--- src/rtl/spi_pkg.sv ---
// spi_pkg: shared types for the SPI frame slave.
// FSM state encoding and error counter width.
package spi_pkg;

  typedef enum logic {
    IDLE  = 1'b0,
    SHIFT = 1'b1
  } spi_state_t;

  localparam int SPI_ERR_CNT_W = 8;

endpackage

--- src/rtl/spi_sync.sv ---
// spi_sync: synchroniser for sclk/mosi/cs_n plus
// SCLK leading/trailing and cs_n edge detection.
module spi_sync #(
  parameter int SYNC_STAGES = 2,
  parameter bit CPOL        = 1'b0
) (
  input  logic clk,
  input  logic rst_n,
  input  logic sclk,
  input  logic mosi,
  input  logic cs_n,
  output logic mosi_s,
  output logic lead,
  output logic trail,
  output logic cs_fall,
  output logic cs_rise
);

  logic [SYNC_STAGES-1:0][2:0] stg;
  logic sclk_s;
  logic cs_s;
  logic sclk_d;
  logic cs_d;

  // Reset to 0 so a low cs_n after reset never looks like a fall.
  always_ff @(posedge clk) begin
    if (!rst_n) begin
      stg    <= '0;
      sclk_d <= 1'b0;
      cs_d   <= 1'b0;
    end else begin
      stg    <= {stg[SYNC_STAGES-2:0], {sclk, mosi, cs_n}};
      sclk_d <= sclk_s;
      cs_d   <= cs_s;
    end
  end

  assign sclk_s  = stg[SYNC_STAGES-1][2];
  assign mosi_s  = stg[SYNC_STAGES-1][1];
  assign cs_s    = stg[SYNC_STAGES-1][0];
  assign lead    = (sclk_s != sclk_d) && (sclk_d == CPOL);
  assign trail   = (sclk_s != sclk_d) && (sclk_s == CPOL);
  assign cs_fall = cs_d & ~cs_s;
  assign cs_rise = ~cs_d & cs_s;

endmodule

--- src/rtl/spi_frame_slave.sv ---
// spi_frame_slave: oversampled SPI slave, any width/mode.
// Define SPI_FRAME_SLAVE_ERR_EN for abort pulse/counter.
import spi_pkg::*;

module spi_frame_slave #(
  parameter int WIDTH       = 8,
  parameter bit CPOL        = 1'b0,
  parameter bit CPHA        = 1'b0,
  parameter int SYNC_STAGES = 2
) (
  input  logic                     clk,
  input  logic                     rst_n,
  input  logic                     sclk,
  input  logic                     mosi,
  input  logic                     cs_n,
  output logic                     miso,
  output logic                     miso_oe,
  input  logic [WIDTH-1:0]         tx_data,
  input  logic                     tx_load,
  output logic [WIDTH-1:0]         rx_data,
  output logic                     rx_valid,
  output logic                     busy,
  output logic                     frame_err,
  output logic [SPI_ERR_CNT_W-1:0] err_count
);

  localparam int CW = $clog2(WIDTH);
  localparam logic [CW-1:0] LAST = CW'(WIDTH - 1);

  logic mosi_s, lead, trail, cs_fall, cs_rise;
  logic samp, shft;

  spi_state_t state_q, state_d;
  logic [WIDTH-1:0] hold_q, hold_d;
  logic [WIDTH-1:0] tx_q, tx_d;
  logic [WIDTH-1:0] rx_q, rx_d;
  logic [WIDTH-1:0] rxo_q, rxo_d;
  logic [CW-1:0]    cnt_q, cnt_d;
  logic             miso_q, miso_d;
  logic             rxv_q, rxv_d;

  spi_sync #(
    .SYNC_STAGES(SYNC_STAGES),
    .CPOL       (CPOL)
  ) u_sync (
    .clk    (clk),
    .rst_n  (rst_n),
    .sclk   (sclk),
    .mosi   (mosi),
    .cs_n   (cs_n),
    .mosi_s (mosi_s),
    .lead   (lead),
    .trail  (trail),
    .cs_fall(cs_fall),
    .cs_rise(cs_rise)
  );

  assign samp   = CPHA ? trail : lead;
  assign shft   = CPHA ? lead : trail;
  assign hold_d = tx_load ? tx_data : hold_q;

  // State and datapath registers.
  always_ff @(posedge clk) begin
    if (!rst_n) begin
      state_q <= IDLE;
      hold_q  <= '0;
      tx_q    <= '0;
      rx_q    <= '0;
      rxo_q   <= '0;
      cnt_q   <= '0;
      miso_q  <= 1'b0;
      rxv_q   <= 1'b0;
    end else begin
      state_q <= state_d;
      hold_q  <= hold_d;
      tx_q    <= tx_d;
      rx_q    <= rx_d;
      rxo_q   <= rxo_d;
      cnt_q   <= cnt_d;
      miso_q  <= miso_d;
      rxv_q   <= rxv_d;
    end
  end

  // Next state: entry load, sample, shift and frame wrap.
  always_comb begin
    state_d = state_q;
    tx_d    = tx_q;
    rx_d    = rx_q;
    rxo_d   = rxo_q;
    cnt_d   = cnt_q;
    miso_d  = miso_q;
    rxv_d   = 1'b0;
    unique case (state_q)
      IDLE: begin
        if (cs_fall) begin
          state_d = SHIFT;
          tx_d    = hold_d;
          cnt_d   = '0;
          miso_d  = CPHA ? 1'b0 : hold_d[WIDTH-1];
        end
      end
      SHIFT: begin
        if (cs_rise) begin
          state_d = IDLE;
          miso_d  = 1'b0;
        end else if (samp) begin
          rx_d = {rx_q[WIDTH-2:0], mosi_s};
          if (cnt_q == LAST) begin
            cnt_d = '0;
            rxo_d = {rx_q[WIDTH-2:0], mosi_s};
            rxv_d = 1'b1;
            tx_d  = hold_d;
            if (!CPHA) miso_d = hold_d[WIDTH-1];
          end else begin
            cnt_d = cnt_q + 1'b1;
          end
        end else if (shft) begin
          if (CPHA) begin
            miso_d = tx_q[WIDTH-1];
            tx_d   = tx_q << 1;
          end else if (cnt_q != '0) begin
            miso_d = tx_q[WIDTH-2];
            tx_d   = tx_q << 1;
          end
        end
      end
      default: state_d = IDLE;
    endcase
  end

  assign miso     = miso_q;
  assign miso_oe  = (state_q == SHIFT);
  assign busy     = (state_q == SHIFT);
  assign rx_data  = rxo_q;
  assign rx_valid = rxv_q;

`ifdef SPI_FRAME_SLAVE_ERR_EN
  logic                     ferr_q;
  logic [SPI_ERR_CNT_W-1:0] ecnt_q;
  logic                     abort;

  assign abort = (state_q == SHIFT) && cs_rise && (cnt_q != '0);

  // Abort pulse and saturating abort counter.
  always_ff @(posedge clk) begin
    if (!rst_n) begin
      ferr_q <= 1'b0;
      ecnt_q <= '0;
    end else begin
      ferr_q <= abort;
      if (abort && (ecnt_q != '1))
        ecnt_q <= ecnt_q + 1'b1;
    end
  end

  assign frame_err = ferr_q;
  assign err_count = ecnt_q;
`else
  assign frame_err = 1'b0;
  assign err_count = '0;
`endif

endmodule

--- config.mk ---
export PLATFORM = sky130hd
export DESIGN_NAME = spi_frame_slave
export DESIGN_NICKNAME = d
export VERILOG_FILES = /design/src/rtl/spi_pkg.sv /design/src/rtl/spi_sync.sv /design/src/rtl/spi_frame_slave.sv
export SDC_FILE = /design/constraint.sdc
export NUM_CORES = 1
export LEC_CHECK = 0
export BUFFER_PORTS_ARGS = -buffer_cell sky130_fd_sc_hd__buf_2
export CAP_MARGIN = 20
export CORE_MARGIN = 3
export CORE_UTILIZATION = 25
export DETAILED_ROUTE_END_ITERATION = 8
export GPL_TIMING_DRIVEN = 1
export PLACE_DENSITY = 0.44
export SLEW_MARGIN = 10
export SYNTH_ARGS = -nofsm -noshare
export SYNTH_HDL_FRONTEND = slang
export SYNTH_SLANG_ARGS = --single-unit
--- constraint.sdc ---
create_clock -name clk -period 3.7 [get_ports clk]
set_clock_uncertainty 0.15 [all_clocks]
set_input_delay 0.555 -clock clk [delete_from_list [all_inputs] [get_ports clk]]
set_output_delay 0.555 -clock clk [all_outputs]
set_load 0.1 [all_outputs]
==> metrics.yaml <==
run_status:
  run_status: "finished, final reports clean"
pwr:
  ir_drop_mv: 0.165
  power_per_cell_area_mw_per_mm2: 450
  static_leak_nw: 1.02
  fin_total_pwr_mw: 0.980
clock_tree:
  worst_skew_pair_later_pin_latency_ns: 0.30
  tritoncts.num_buffers: 5
  cts-root-buf: "clkbuf_8"
  cts_max_path_buffers: 2
  ctsResizeCount: 0
  cts.reportedPaths.clkPinSlew_ns: 0.09
  cts.sink_count: 44
  cts_tree: "done"
  holdBufCountCts: 0
  htree_levels: 2
  cts_setup_buffers: 0
critical_path:
  cp.arrival_ns: 2.14
  critPathKind: "reg -> reg"
  highest_fanout_seen_on_the_critical_path: 14
  worstPathRequired_ns: 3.75
  critical_path.startpoint_type: "flop"
  cp-end-kind: "flop"
hold_path:
  hp-class: "reg -> reg"
timing:
  final_setup_tns_ns: 0
  fmax_ghz: 0.480
  setup_slack_ns: 1.61
  hold_violations: 0
  whs_ns: 0.287
  finalWorstPathRequiredPeriod_ns: 2.09
  rsz0062_at_grt: "no"
  relSlewSlack_pct: 52.6
  drv_slew: 0
  min_period_over_period_pct: 56.4
  setup_viol_count_final: 0
  worst-slew-pin-transition_ns: 0.709
synthesis:
  synth_cell_types: 37
  syn_area_mm2: 0.00190
  synth_seq_cells: 44
  synth-seq-area-share_pct: 46.3
  synthesis.instances: 191
  ys_warn_count: 0
  syn_area_per_cell_um2: 9.95
run:
  cap_viol_max_count: 0
placed_design:
  dp_cells: 304
  place_ws_ns: 1.55
  detailedPlacementHpwl_um: 2420
  io_buffer_count: 25
  gp_routability_congestion: 0.718
die:
  design.die.area_mm2: 0.00868
  die_width_um: 93.2
  floorplan.rows: 31
  floorplan.die.height_um: 93.2
  initial_utilization_pct: 25.9
  core_mm2: 0.00733
  num_io_pins: 35
grt:
  grt_remaining_overflow: 0
  grt_pass1_vias: 1186
  initial_antenna_violation_count: 0
  global_route.usage.total_pct: 8.74
  grt_pass1_wl_um: 5980
  grt_max_degree: 24
routing:
  viasPerCell: 4.17
  drt_iter0_markers: 34
  drcViolationCount: 0
  post_drt_wl_per_cell_um: 11.4
  detailedRoute.firstPassIterationCount: 4
  route.final.wire_length_um: 3560
  final_antenna_net_count: 0
  dr_total_vias: 1302
final_layout:
  share_of_cells_above_drive_strength_1_pct: 20.2
  area_growth_pct: 14.6
  insertedDiodeCount: 0
  number_of_nets_in_the_final_layout: 230
  instances_no_fill: 312
cell families (layout without fill, tap and decap cells):
| group | after synthesis | count (layout) | synth area share, % |
|---|---|---|---|
| simple gates | 54 | 54 | 14.5 |
| flops | 44 | 44 | 46.3 |
| compound gates | 37 | 37 | 15.2 |
| buf+inv | 26 | 40 | 7.90 |
| mux | 25 | 25 | 13.2 |
| fa+ha+maj | 4 | 4 | 2.63 |
| other cells | 1 | 9 | 0.197 |
placed cells by master, fill, tap and decap left out, types with 6 or more instances in the layout:
cell      Yosys  final
mux2i_1      25     25
conb_1        1      9
and2_1        8      8
dfxtp_1      44     44
a21oi_1       8      8
buf_2         3     25
nor2_1       30     30
o41ai_1       6      6
o211ai_1      6      6
a31oi_1       6      6
path summary, 6_finish.rpt:
path	start	endpoint	slack, ns	depth (start not counted)
max	cnt_q[0]	tx_q[0]	1.61	6
min	u_sync.stg[2]	u_sync.sclk_s	0.29	1
max reg2reg	cnt_q[0]	tx_q[0]	1.61	6
min reg2reg	u_sync.stg[2]	u_sync.sclk_s	0.29	1
power by group:
part | switching [mW] | total [mW] | internal [mW] | leakage (nW)
registers | 0.00473 | 0.490 | 0.486 | 0.358
clock network | 0.173 | 0.376 | 0.203 | 0.0548
logic | 0.0871 | 0.113 | 0.0259 | 0.606
total | 0.265 | 0.980 | 0.715 | 1.02
cells in the mapped netlist:
cell type | n | area (µm²)
nand3_1 | 1 | 5.00
nand2b_1 | 3 | 18.8
nor2b_1 | 3 | 18.8
conb_1 | 1 | 3.75
o21ai_1 | 1 | 5.00
a31oi_4 | 1 | 21.3
a31oi_1 | 6 | 37.5
buf_4 | 11 | 82.6
or3b_1 | 1 | 8.76
dfxtp_1 | 44 | 881
o211ai_1 | 6 | 45.0
a2bb2oi_2 | 1 | 15.0
or2_2 | 1 | 6.26
o21ai_0 | 3 | 15.0
o211a_1 | 1 | 10.0
inv_1 | 5 | 18.8
a311oi_1 | 1 | 8.76
and2_1 | 8 | 50.1
nand3b_1 | 1 | 7.51
mux2i_1 | 25 | 250
buf_2 | 3 | 15.0
a21oi_1 | 8 | 40.0
ha_1 | 4 | 50.1
o21ai_2 | 1 | 8.76
o21ba_2 | 1 | 10.0
and2b_1 | 1 | 7.51
nor3b_2 | 1 | 12.5
nor2_1 | 30 | 113
a211oi_4 | 1 | 20.0
o41ai_1 | 6 | 52.6
or3_1 | 1 | 6.26
and3_1 | 1 | 6.26
clkbuf_1 | 5 | 18.8
nand4_2 | 1 | 12.5
nand2_1 | 1 | 3.75
buf_6 | 1 | 11.3
buf_1 | 1 | 3.75
per-layer routing:
layer / up-vias / part of all wire [%] / track usage, %
li1: 685 / - / -
met1: 584 / 51 / 12.2
met2: 29 / 42 / 12.4
met3: 4 / 5.2 / 3.38
met4: 0 / 1.0 / 2.56
met5: - / 0 / 0
metrics by stage:
stage	instance area (µm²)	utilization, %
6_report	2180	29.7
2_1_floorplan	1930	-
3_3_place_gp	2060	28.1
5_1_grt	2180	29.7
3_5_place_dp	2060	28.1
4_1_cts	2180	29.7
sequential cells by signal, summed over array words and instances, names as in the netlist:
name,count
u_sync.stg,3
rx_data,8
u_sync.mosi_s,1
cnt_q,3
u_sync.cs_s,1
u_sync.cs_d,1
u_sync.sclk_s,1
busy,1
u_sync.sclk_d,1
rx_q,7
rx_valid,1
miso,1
tx_q,7
hold_q,8
worst max-delay path, stage by stage, from the launching register on:
cell,delay (ns)
dfxtp_1,0.34
ha_1,0.22
ha_1,0.20
or3b_1,0.41
a31oi_4,0.41
nor2_1,0.09
a2bb2oi_2,0.15
final cells by class:
class / instances / area, µm²
fillers: 770 / 5150
multi-input cells: 129 / 900
flip-flops and latches: 44 / 881
repair buffers: 27 / 140
well taps: 99 / 124
clock buffers: 5 / 68.8
clock inverters: 3 / 46.3
inverters: 5 / 18.8
(Power assumes the default switching activity.)
